## src/rtl/core_pkg.sv

```systemverilog
// Shared definitions for the core status responder: state encoding and opcode defaults.
package core_pkg;

    localparam int OP_W = 8;
    localparam logic [OP_W-1:0] HLT_OPCODE_DEF = 8'hFF;

    typedef enum logic [1:0] {
        RUN    = 2'd0,
        FLUSH  = 2'd1,
        HALTED = 2'd2
    } state_t;

endpackage

```

## src/rtl/sat_counter.sv

```systemverilog
// Up-counter that sticks at all-ones instead of wrapping.
module sat_counter #(
    parameter int W = 8
) (
    input  logic         clk,
    input  logic         rst,
    input  logic         inc,
    output logic [W-1:0] count
);

    always_ff @(posedge clk or posedge rst) begin
        if (rst) begin
            count <= '0;
        end else if (inc && (count != {W{1'b1}})) begin
            count <= count + 1'b1;
        end
    end

endmodule

```

## src/rtl/core_status_responder.sv

```systemverilog
// Core-side responder to the clock/flush controller: tracks halt, resume and
// branch-flush conditions from the phase strobes and keeps debug counters.
//
// state  | meaning
// RUN    | capturing on phase1, retiring on phase2
// FLUSH  | branch taken; discarding captures until FLUSH_CYCLES phase2 strobes pass
// HALTED | HLT retired; waiting for resume
module core_status_responder
    import core_pkg::*;
#(
    parameter logic [OP_W-1:0] HLT_OPCODE   = HLT_OPCODE_DEF,
    parameter int              FLUSH_CYCLES = 2,
    parameter int              CNT_W        = 8
) (
    input  logic             internal_clock,
    input  logic             reset,
    input  logic             enable,
    input  logic             phase1,
    input  logic             phase2,
    input  logic [OP_W-1:0]  opcode,
    input  logic             opcode_valid,
    input  logic             branch_taken,
    input  logic             resume,
    output logic             halted,
    output logic             flush_detected,
    output logic             stall,
    output logic [CNT_W-1:0] instr_count,
    output logic [CNT_W-1:0] flush_count
);

    localparam logic [3:0] FLUSH_LOAD = 4'(FLUSH_CYCLES);

    state_t          state, state_nx;
    logic [OP_W-1:0] cap_op, cap_op_nx;
    logic            cap_v, cap_v_nx;
    logic [3:0]      fcnt, fcnt_nx;
    logic            instr_inc;
    logic            flush_inc;

    always_comb begin
        state_nx  = state;
        cap_op_nx = cap_op;
        cap_v_nx  = cap_v;
        fcnt_nx   = fcnt;
        instr_inc = 1'b0;
        flush_inc = 1'b0;
        if (enable) begin
            case (state)
                RUN: begin
                    if (phase2) begin
                        cap_v_nx = 1'b0;
                        if (cap_v) begin
                            instr_inc = 1'b1;
                            if (cap_op == HLT_OPCODE) begin
                                state_nx = HALTED;
                            end else if (branch_taken) begin
                                state_nx  = FLUSH;
                                flush_inc = 1'b1;
                                fcnt_nx   = FLUSH_LOAD;
                            end
                        end
                    end
                    // phase1 loads after phase2 so a same-cycle capture survives
                    if (phase1) begin
                        cap_op_nx = opcode;
                        cap_v_nx  = opcode_valid;
                    end
                end
                FLUSH: begin
                    if (phase1) begin
                        cap_v_nx = 1'b0;
                    end
                    if (phase2) begin
                        if (fcnt <= 4'd1) begin
                            fcnt_nx  = 4'd0;
                            state_nx = RUN;
                        end else begin
                            fcnt_nx = fcnt - 4'd1;
                        end
                    end
                end
                HALTED: begin
                    if (resume) begin
                        state_nx = RUN;
                    end
                end
                default: state_nx = RUN;
            endcase
        end
    end

    always_ff @(posedge internal_clock or posedge reset) begin
        if (reset) begin
            state          <= RUN;
            cap_op         <= '0;
            cap_v          <= 1'b0;
            fcnt           <= 4'd0;
            halted         <= 1'b0;
            flush_detected <= 1'b0;
            stall          <= 1'b0;
            instr_count    <= '0;
        end else begin
            state          <= state_nx;
            cap_op         <= cap_op_nx;
            cap_v          <= cap_v_nx;
            fcnt           <= fcnt_nx;
            halted         <= (state_nx == HALTED);
            flush_detected <= (state_nx == FLUSH);
            stall          <= (state_nx != RUN);
            instr_count    <= instr_count + CNT_W'(instr_inc);
        end
    end

    sat_counter #(.W(CNT_W)) u_flush_cnt (
        .clk   (internal_clock),
        .rst   (reset),
        .inc   (flush_inc),
        .count (flush_count)
    );

endmodule
```

## config.mk

```make
export PLATFORM = sky130hd
export DESIGN_NAME = core_status_responder
export DESIGN_NICKNAME = d
export VERILOG_FILES = /design/src/rtl/core_pkg.sv /design/src/rtl/sat_counter.sv /design/src/rtl/core_status_responder.sv
export SDC_FILE = /design/constraint.sdc
export NUM_CORES = 1
export LEC_CHECK = 0
export BUFFER_PORTS_ARGS = -buffer_cell sky130_fd_sc_hd__buf_2
export CAP_MARGIN = 20
export CORE_ASPECT_RATIO = 0.6
export CORE_MARGIN = 1
export CORE_UTILIZATION = 45
export CTS_CLUSTER_SIZE = 20
export DETAILED_ROUTE_END_ITERATION = 6
export PLACE_DENSITY = 0.68
export SLEW_MARGIN = 20
export SYNTH_ARGS = -nofsm -noshare
export SYNTH_HDL_FRONTEND = slang
export SYNTH_SLANG_ARGS = --single-unit
```

## constraint.sdc

```tcl
create_clock -name internal_clock -period 3.2 [get_ports internal_clock]
set_input_delay 0.64 -clock internal_clock [delete_from_list [all_inputs] [get_ports internal_clock]]
set_output_delay 0.64 -clock internal_clock [all_outputs]
set_load 0.005 [all_outputs]
```

== Word-level counts from Yosys, hierarchy flattened ==
Cells that the tools add are included.
Storage, ports and cells
  output and inout bits: 19
  input port bits: 16
  word-level logic and storage cells: 63
  bits in writable memories: 0
  memories: 0
  latch bits: 0
  ROM bits: 0
  flip-flop bits (word level): 34
Operators by class
  divide/modulo/power cells: 0
  reduce and logical (&&, ||, !) cells: 7
  $add $sub $neg: 3
  shifts and indexed selects: 0
  eq/ne operators: 13
  bitwise gates (word level): 0
  multipliers: 0
  order comparisons: 1
  muxes and demuxes: 30
Operators with widths (count)
  two-way mux 4 bit: 6
  two-way mux 2 bit: 8
  two-way mux 1 bit: 13
  != test 2 bit, second input constant: 6
  adder 8 x 1 -> 8 bit: 1
  adder 8 x 1 -> 8 bit, second input constant: 1
  == test 8 bit, second input constant: 1
  != test 8 bit, second input constant: 1
  case mux 4 bit (2 select lines): 1
  AND reduction 7 bit: 1
  case mux 2 bit (3 select lines): 1
  == test 2 x 1 -> 1 bit, second input constant: 2
  == test 2 bit, second input constant: 2
  <= comparator 4 x 1 -> 1 bit, second input constant: 1
  AND reduction 4 bit: 1
  nonzero test 2 bit: 2
  subtractor 4 x 1 -> 4 bit, second input constant: 1
  != test 3 bit, second input constant: 1
  AND reduction 3 bit: 1
  logical NOT 2 bit: 1
  case mux 1 bit (2 select lines): 1
  logical AND 1 bit: 1

== Longest topological paths before layout ==
Gate-level depths: netlist of run 1.
  word-level depth: 7
  mapped depth: 8

== Modules after synthesis ==
From an unflattened synthesis of run 1, not the netlist that was laid out.
Second synthesis, totals
  cell total of the unflattened synthesis: 131
  area, all modules: 1544.0 µm²
Modules (own cells, without submodules)
  core_status_responder: seq. area each 650.6 µm², area each 1124.8 µm², times used 1, cells each 93
  sat_counter: seq. area each 200.2 µm², area each 419.2 µm², times used 1, cells each 38

== Worst setup path after synthesis of run 1 ==
No wires, ideal clock.
  path type: input to register
  from: input port enable
  to: register instr_count[6]
  setup time: 123 ps
  required time: 3077 ps
  arrival: 1796 ps
  path slack: 1280 ps
  stages: 7
  path through: nor3b_4 and3_2 ha_1 ha_1 and3_1 nand3_1 xnor2_1
Between the ends
  word-level cells in the longest chain between the ends: 2
Ends and longest elaborated chain
  start: declaration: line core_status_responder.sv:17  | input logic enable,
  two-way mux 1 bit: line core_status_responder.sv:47  | if (enable) begin
  adder 8 x 1 -> 8 bit: line core_status_responder.sv:110  | instr_count <= instr_count + CNT_W'(instr_inc);
  end signal: assignment: line core_status_responder.sv:110
  end: declaration: line core_status_responder.sv:27  | output logic [CNT_W-1:0] instr_count,
No other way between the ends.
A chain may end at the register's enable or synchronous reset.

== Worst setup path in the final report of run 1 ==
  from: register fcnt[0]
  to: register flush_detected
Between the ends
  word-level cells in the longest chain between the ends: 6
Ends and longest elaborated chain
  start: declaration: line core_status_responder.sv:36  | logic [3:0] fcnt, fcnt_nx;
  start signal: assignment: line core_status_responder.sv:106  | fcnt <= fcnt_nx;
  <= comparator 4 x 1 -> 1 bit: line core_status_responder.sv:74  | if (fcnt <= 4'd1) begin
  two-way mux 2 bit: line core_status_responder.sv:74
  two-way mux 2 bit: line core_status_responder.sv:73  | if (phase2) begin
  case mux 2 bit (3 select lines): line core_status_responder.sv:48  | case (state)
  two-way mux 2 bit: line core_status_responder.sv:47
  via state_nx[0]: line core_status_responder.sv:33  | state_t state, state_nx;
  == test 2 x 1 -> 1 bit: line core_status_responder.sv:108  | flush_detected <= (state_nx == FLUSH);
  end signal: assignment: line core_status_responder.sv:108
  end: declaration: line core_status_responder.sv:25  | output logic flush_detected,
The timed path passes the listed nets, and every way through them passes these cells.

==> results of run 1 <==
==> flip-flops by register name, summed over array words and instances, names as in the netlist <==
signal / flops
u_flush_cnt.count: 8
cap_v: 1
halted: 1
fcnt: 4
flush_detected: 1
stall: 1
cap_op: 8
state: 2
instr_count: 8
==> where the power goes <==
part	internal (mW)	total (mW)	switching, mW
registers	0.550	0.657	0.107
clock network	0.173	0.316	0.143
logic	0.175	0.331	0.156
total	0.899	1.30	0.405
==> routing by layer <==
layer	global-route usage (%)	vias up	routed length (µm)
met5	0	-	0
met4	4.364	0	0
met3	6.168	0	169
met2	22.93	26	1207
met1	24.38	534	1606
li1	-	568	-
==> through the flow <==
| step | area (µm²) | hold slack, ps |
|---|---|---|
| global placement | 1818 | 455.6 |
| finish | 1909 | 443.6 |
| global route | 1909 | 478.0 |
| CTS | 1909 | 454.6 |
| floorplan | 1600 | 468.4 |
| detailed placement | 1818 | 482.0 |
==> layout by cell type (no fill, tap or decap), drive strengths merged, types with 4 or more instances in the layout <==
cell type	synthesis	final
buf	2	35
dfrtp	34	34
mux2	12	12
o21ai	7	7
clkbuf	0	7
xor2	6	6
inv	6	6
nor2	6	6
nand3	5	5
nand2	5	5
o31ai	5	5
ha	5	5
nand4	4	4
xnor2	4	4
nor3	4	4
==> worst paths after layout <==
kind / from / endpoint / cells after the start
hold / removal: reset / cap_op[2] / 3
setup / recovery: fcnt[0] / flush_detected / 6
hold reg to reg: instr_count[7] / instr_count[7] / 1
max in group asynchronous: reset / u_flush_cnt.count[4] / 3
setup reg to reg: fcnt[0] / flush_detected / 6
min in group internal_clock: instr_count[7] / instr_count[7] / 1
==> worst reg2reg max path: cells and delay by family (launching register included) <==
kind                       cells  cell delay (ps)
buffers and inverters          1               80
AOI/OAI and AO/OA              2              840
and+or+nand+nor                2              310
DFF                            1              430
adders and majority gates      1              210
==> final cells by class <==
cell class | count | area [µm²]
fill | 300 | 1414
sequential | 34 | 850.8
multi-input combinational | 92 | 710.7
timing repair buffer | 35 | 177.7
clock buffer | 7 | 86.33
tap | 45 | 56.30
inverter | 6 | 22.52
clock inverter | 1 | 5.005
==> kinds of logic (layout without fill, tap and decap cells) <==
| group | count (synthesis) | in the layout | share of synthesized area (%) |
|---|---|---|---|
| AOI/OAI and AO/OA | 24 | 24 | 11.34 |
| and+or+nand+nor | 41 | 41 | 15.25 |
| xor gates and xnor gates | 10 | 10 | 5.473 |
| adders and majority gates | 5 | 5 | 3.909 |
| buffers and inverters | 8 | 49 | 2.423 |
| muxes | 12 | 12 | 8.444 |
| DFF | 34 | 34 | 53.17 |
==> flow_metrics.py, run 1 <==
metrics = {
    "timing": {
        "setup_ws_ps": 1231,
        "slew_violations": 0,
        "slew_headroom_pct": 53.15,
        "fin_tns_setup_ps": 0,
        "max_freq_mhz": 508.0,
        "period_needed_ps": 1969,
        "post-route-period-util_pct": 61.52,
        "finalHoldViolations": 0,
        "worst_slew_pin_slew_ps": 696.8,
        "setup_viol": 0,
        "rsz0062_at_grt": "no",
        "fin_skew_ps": 5.948,
    },
    "clocking": {
        "h-tree-depth": 2,
        "ctsLongestPathBuffers": 2,
        "cts_resized": 0,
        "clock-sinks": 34,
        "worstSkewPairLatency_ps": 280,
        "cts_root_buf": "clkbuf_8",
        "post_cts.repair.setup_buffers": 0,
        "cts_buffers": 5,
        "cts_tree": "built",
        "holdBufCountCts": 0,
        "cts.clk_slew.worst_paths_ps": 70,
    },
    "detailed_routing": {
        "wl_mm": 2.982,
        "vias": 1128,
        "drt_iter0_drc": 92,
        "ant_nets": 0,
        "wire_per_inst_um": 13.55,
        "drc": 0,
        "firstDrtPassIters": 4,
        "routed_via_density": 5.127,
    },
    "place": {
        "place_inst": 212,
        "post-dp-hpwl_mm": 2.250,
        "io_buffers": 34,
        "place_ws_ps": 980.3,
        "gp_congestion": 0.7772,
    },
    "synthesis": {
        "synth_common_cells": "34 x dfrtp_1, 12 x mux2_2, 7 x o21ai_0",
        "synth_most_common_cell": "dfrtp_1",
        "synth_ff_type": "dfrtp_1",
        "synthesis.nets": 155,
        "syn-instance-count": 134,
        "yosys.area.top_type_share_pct": 53.17,
        "synth-edff-count": 0,
        "postSynthAreaPerCell_um2": 11.94,
        "synthArstFlopShare_pct": 100.0,
        "synth_seq_cells": 34,
        "synth_area_mm2": 0.001600,
        "synth.distinct_cells": 38,
        "synthTopCellsByArea": "dfrtp_1 53%, mux2_2 8.4%, ha_1 3.9%",
        "ys_seq_area_share_pct": 53.17,
        "synth_top_area_cell": "dfrtp_1",
        "ys_warn_count": 0,
    },
    "global_routing": {
        "antenna_found_initial": 0,
        "grt_overflow": 0,
        "grt_pass1_wl_mm": 4.505,
        "grt.total_usage_pct": 16.59,
        "grt_max_degree": 35,
        "grt_pass1_vias": 952,
    },
    "final_layout": {
        "fin_util_pct": 57.45,
        "drive_gt1_share_pct": 33.71,
        "diodes": 0,
        "final_cells": 220,
        "nets": 195,
        "area_growth_pct": 19.31,
    },
    "critical_path": {
        "r2r_slack_ps": 1230,
        "worst_ep_required_time_ps": 3370,
        "cp_top_family": "compound AO/OA/AOI/OAI gates",
        "path_buf_inv": 1,
        "critPathLaunchType": "flip-flop",
        "critPathCaptureType": "flip-flop",
        "arrival_ps": 2140,
        "path_cells": "inv_1 -> ha_1 -> nor2_1 -> o31ai_1 -> a31oi_1 -> and2_1",
        "critPathSlowestCell": "o31ai_1",
        "criticalPathCategory": "reg2reg",
        "crit_fanout": 6,
        "max_stage_delay_ps": 580,
    },
    "floorplanning": {
        "die_height_um": 48.19,
        "dieWidth_um": 78.99,
        "start_util_pct": 48.16,
        "die_area_mm2": 0.003806,
        "fp-row-count": 16,
        "io-pin-count": 35,
        "coreArea_mm2": 0.003323,
    },
    "power_and_ir_drop": {
        "p_leak_nw": 0.9543,
        "max-vdd-ir-drop_mv": 0.3704,
        "finalPower_mw": 1.304,
        "power.density_mw_per_mm2": 682.9,
    },
    "worst_hold_path": {
        "hp-class": "in2async",
    },
    "run_status": {
        "status": "complete, no violations",
    },
    "flow_run": {
        "drv_cap": 0,
    },
}
No activity file was read; power rests on OpenSTA's default activity.
==> run 2, diff against run 1 <==
==> constraint.sdc (replaced) <==
create_clock -name internal_clock -period 1.9 [get_ports internal_clock]
set_input_delay 0.38 -clock internal_clock [delete_from_list [all_inputs] [get_ports internal_clock]]
set_output_delay 0.38 -clock internal_clock [all_outputs]
set_load 0.005 [all_outputs]
==> run 2 against run 1 <==
  * Final area up 2.1%
  * Sequential cell count unchanged
  * Fmax up 10%
  * Critical path type unchanged
  * Critical endpoint is now instr_count[6]
  * Die area unchanged
  * Largest power group unchanged
  * Sequential power up 67%
  * Clock-buffer cell count down 1
==> flow_metrics.py, run 2 (synthesis results as in run 1) <==
metrics = {
    "final_layout": {
        "final_cell_mix": "34 x buf_2, 33 x dfrtp_1, 12 x mux2_2",
        "diodes": 0,
        "area_growth_pct": 21.81,
        "reg_top3": "cap_op (8), instr_count (8), u_flush_cnt.count (8)",
        "final_common_cell": "buf_2",
        "fillers": 294,
        "fin_util_pct": 58.66,
        "drive_gt1_share_pct": 37.29,
        "nets": 199,
    },
    "global_routing": {
        "antenna_found_initial": 0,
        "grt.total_usage_pct": 17.31,
        "grt_pass1_wl_mm": 4.609,
        "grt_max_degree": 35,
        "grt_overflow": 0,
        "grt_pass1_vias": 964,
    },
    "timing": {
        "period_needed_ps": 1782,
        "worst_slew_pin_slew_ps": 538.2,
        "finalHoldViolations": 0,
        "setup_viol": 0,
        "slew_headroom_pct": 63.74,
        "post-route-period-util_pct": 93.80,
        "slew_violations": 0,
        "max_freq_mhz": 561.1,
        "rsz0062_at_grt": "no",
        "fin_tns_setup_ps": 0,
        "fin_skew_ps": 3.997,
    },
    "critical_path": {
        "critPathCaptureType": "flip-flop",
        "worst_r2r_endpoint": "instr_count[6]",
        "reg2reg_from": "state[1]",
        "path_cells": "nor3b_4 -> and3_2 -> ha_1 -> ha_1 -> and3_1 -> nand3_1 -> xnor2_1",
        "max_stage_delay_ps": 460,
        "r2r_slack_ps": 120,
        "rr_worst_depth": 7,
        "crit_fanout": 7,
        "criticalPathCategory": "reg2reg",
        "arrival_ps": 1950,
        "critPathLaunchType": "flip-flop",
        "worst_ep_required_time_ps": 2070,
        "critPathSlowestCell": "dfrtp_2",
        "critical_path.most_common_cell": "ha_1",
    },
    "floorplanning": {
        "die_area_mm2": 0.003806,
        "dieWidth_um": 78.99,
        "start_util_pct": 48.16,
        "fp-row-count": 16,
        "die_height_um": 48.19,
        "coreArea_mm2": 0.003323,
        "io-pin-count": 35,
    },
    "power_and_ir_drop": {
        "finalPower_mw": 2.240,
        "p_leak_nw": 0.9685,
        "max-vdd-ir-drop_mv": 0.6460,
        "power.density_mw_per_mm2": 1149,
    },
    "detailed_routing": {
        "dr_wl_met2_mm": 1.238,
        "wire_per_inst_um": 13.38,
        "ant_nets": 0,
        "wl_mm": 2.971,
        "vias": 1175,
        "wl_met1_mm": 1.417,
        "drt_iter0_drc": 76,
        "wl_met3_um": 262,
        "drc": 0,
        "top_layer_used": "met4",
        "firstDrtPassIters": 4,
        "routed_via_density": 5.293,
    },
    "clocking": {
        "cts_tree": "built",
        "ctsLongestPathBuffers": 2,
        "clock-sinks": 34,
        "cts_buffers": 5,
        "cts.clk_slew.worst_paths_ps": 60,
        "cts_root_buf": "clkbuf_8",
        "h-tree-depth": 2,
        "worstSkewPairLatency_ps": 280,
    },
    "worst_hold_path": {
        "hp-class": "in2async",
    },
    "place": {
        "io_buffers": 34,
        "post-dp-hpwl_mm": 2.315,
        "gp_congestion": 0.8207,
    },
    "run_status": {
        "status": "complete, no violations",
    },
    "flow_run": {
        "drv_cap": 0,
    },
}
==> run 2: how the worst max path moves through the flow <==
stage                     startpoint             end  slack [ps]  cells after the start
after floorplan             state[0]  instr_count[6]         120                      8
after global placement        enable  instr_count[6]         130                      8
after detailed placement      enable  instr_count[6]          60                      8
after CTS                   state[1]  instr_count[6]          80                      7
after global routing         fcnt[0]  flush_detected           9                      7
final                       state[1]  instr_count[6]         120                      7
==> run 2: critical path: cells and delay by family (launching register included) <==
kind	cells	cell delay (ps)
simple gates	4	710
flops	1	460
xor+xnor	1	130
fa+ha+maj	2	360
==> run 2: repair_timing <==
| item | CTS | global route |
|---|---|---|
| hold buffers | 0 | 0 |
| resized for setup | 0 | 7 |
| buffers inserted | 0 | 0 |
| endpoints found under the setup margin | 0 | 3 |
==> run 2: cell type report <==
type	count	area, µm²	area share, %
clock buffers	6	82.58	4.236
inverters	6	22.52	1.155
multi-input cells	92	728.2	37.36
flip-flops and latches	34	852.1	43.71
well taps	45	56.30	2.888
repair buffers	39	207.7	10.65
==> run 2: power breakdown <==
part           internal [mW]  switching (mW)
Combinational          0.333           0.304
Clock                  0.279           0.227
Sequential             0.927           0.170
==> run 2: through the flow <==
step / hold slack [ps] / cell area [µm²] / std cells / setup WS (ps)
3_5_place_dp: 459.3 / 1848 / 216 / 57.94
5_1_grt: 222.9 / 1949 / 222 / 8.870
6_report: 181.5 / 1949 / 222 / 117.7
4_1_cts: 189.3 / 1931 / 222 / 81.71
2_1_floorplan: 468.4 / 1600 / 134 / 116.8
3_3_place_gp: 456.4 / 1848 / 216 / 127.6
==> run 2: per-layer routing <==
metal / vias to the layer above / GRT usage, %
li1: 577 / -
met3: 8 / 6.355
met4: 0 / 9.818
met2: 52 / 23.45
met5: - / 0
met1: 538 / 24.09
==> run 3, diff against run 2 <==
--- a/config.mk
+++ b/config.mk
@@ -13,6 +13,7 @@
 export CTS_CLUSTER_SIZE = 20
 export DETAILED_ROUTE_END_ITERATION = 6
 export PLACE_DENSITY = 0.68
+export SETUP_SLACK_MARGIN = 0.2
 export SLEW_MARGIN = 20
 export SYNTH_ARGS = -nofsm -noshare
 export SYNTH_HDL_FRONTEND = slang
==> run 3 against run 2 <==
  * Clock skew rose by 1.3 ps
  * Power rose by 6.0%
  * Sequential power barely moved
  * Critical endpoint unchanged
  * Setup slack improved by 78 ps
  * Critical path type unchanged
  * Sequential share of layout area fell by 2.5 points
==> flow_metrics.py, run 3 (synthesis results as in run 1) <==
metrics = {
    "global_routing": {
        "grt_overflow": 0,
        "grt_max_degree": 35,
        "grt.total_usage_pct": 19.05,
        "antenna_found_initial": 0,
        "grt_pass1_vias": 1088,
        "grt_pass1_wl_mm": 5.168,
    },
    "floorplanning": {
        "fp-row-count": 16,
        "die_area_mm2": 0.003806,
        "start_util_pct": 48.16,
        "io-pin-count": 35,
        "die_height_um": 48.19,
        "dieWidth_um": 78.99,
        "coreArea_mm2": 0.003323,
    },
    "timing": {
        "setup_viol": 0,
        "worst_slew_pin_slew_ps": 502.9,
        "rsz0062_at_grt": "yes",
        "finalHoldViolations": 0,
        "slew_headroom_pct": 66.35,
        "slew_violations": 0,
        "max_freq_mhz": 586.8,
        "post-route-period-util_pct": 89.69,
        "fin_tns_setup_ps": 0,
        "fin_skew_ps": 5.297,
        "period_needed_ps": 1704,
    },
    "clocking": {
        "h-tree-depth": 2,
        "clock-sinks": 34,
        "worstSkewPairLatency_ps": 280,
        "cts_buffers": 5,
        "cts_root_buf": "clkbuf_8",
        "cts_tree": "built",
        "holdBufCountCts": 0,
        "cts.clk_slew.worst_paths_ps": 70,
        "ctsLongestPathBuffers": 2,
    },
    "place": {
        "gp_congestion": 0.8683,
        "post-dp-hpwl_mm": 2.460,
        "io_buffers": 34,
        "place_inst": 215,
    },
    "detailed_routing": {
        "wire_per_inst_um": 14.68,
        "firstDrtPassIters": 4,
        "routed_via_density": 5.241,
        "vias": 1195,
        "drc": 0,
        "wl_mm": 3.347,
        "drt_iter0_drc": 87,
        "ant_nets": 0,
    },
    "power_and_ir_drop": {
        "p_leak_nw": 0.9850,
        "power.density_mw_per_mm2": 1148,
        "finalPower_mw": 2.375,
        "max-vdd-ir-drop_mv": 0.6864,
    },
    "critical_path": {
        "criticalPathCategory": "reg2reg",
        "critPathLaunchType": "flip-flop",
        "critPathCaptureType": "flip-flop",
        "path_cells": "nor3b_4 -> and3_4 -> ha_4 -> ha_4 -> and3_4 -> nand3_2 -> xnor2_1",
        "max_stage_delay_ps": 450,
        "worst_ep_required_time_ps": 2060,
        "crit_fanout": 6,
        "arrival_ps": 1870,
        "critPathSlowestCell": "dfrtp_2",
    },
    "final_layout": {
        "nets": 203,
        "diodes": 0,
        "area_growth_pct": 29.32,
        "final_cells": 228,
        "reg_top3": "cap_op (8), instr_count (8), u_flush_cnt.count (8)",
        "drive_gt1_share_pct": 45.36,
        "final_cell_mix": "34 x buf_2, 32 x dfrtp_1, 12 x mux2_2",
        "fin_util_pct": 62.27,
        "final_common_cell": "buf_2",
    },
    "worst_hold_path": {
        "hp-class": "in2async",
    },
    "run_status": {
        "status": "complete, no violations",
    },
    "flow_run": {
        "drv_cap": 0,
    },
}
## run 3: cell count changes in the layout (fill, tap and decap cells not counted), moves of 2 or more
cell and change:
buf_4 +4, and3_4 +2, ha_1 -3, nand3_1 -2
ha_4 +2, nand3_2 +2
## run 3: final cells by class
cell class,instances,area [µm²]
clock buffers,6,82.58
clock inverters,2,12.51
inverters,6,22.52
multi-input cells,92,804.5
repair buffers,43,237.7
fillers,282,1254
well taps,45,56.30
flip-flops and latches,34,853.3
## run 3: routing by layer
layer	vias to the layer above	wire length, µm	track usage [%]
li1	584	-	-
met1	581	1708	27.10
met2	26	1478	28.97
met3	4	135	5.794
met4	0	25	4.727
met5	-	0	0
## run 3: timing repair
action | 4_1_cts | 5_1_grt
buffers inserted | 3 | 2
gates resized for setup | 6 | 10
pin swaps | 1 | 1
setup endpoints to repair | 3 | 11
## run 3: power by group
part | internal [mW] | switching (mW)
combinational | 0.374 | 0.336
sequential | 0.928 | 0.188
clock | 0.291 | 0.257
## run 3: critical path, delay by kind of cell, from the launching register on
kind	cells	cell delay (ps)
xor gates and xnor gates	1	140
and+or+nand+nor	4	700
DFF	1	450
adders and majority gates	2	280
## run 3: final timing paths
path	slack, ps	start	end	cells after the start
worst max-delay path	200	state[1]	instr_count[6]	7
worst min-delay path	180	reset	stall	3
worst max register to register	200	state[1]	instr_count[6]	7
worst min register to register	480	instr_count[7]	instr_count[7]	1
max in group asynchronous	1410	reset	state[1]	3
min in group internal_clock	310	opcode_valid	cap_v	2
## run 3: per-stage QoR
| stage | hold slack [ps] | instance area (µm²) | worst slack, ps |
|---|---|---|---|
| 5_1_grt | 216.7 | 2069 | 132.1 |
| 6_report | 176.9 | 2069 | 195.9 |
| 3_5_place_dp | 469.4 | 1879 | 132.8 |
| 2_1_floorplan | 468.4 | 1639 | 208.9 |
| 4_1_cts | 191.7 | 2012 | 189.7 |
| 3_3_place_gp | 456.1 | 1879 | 200.2 |
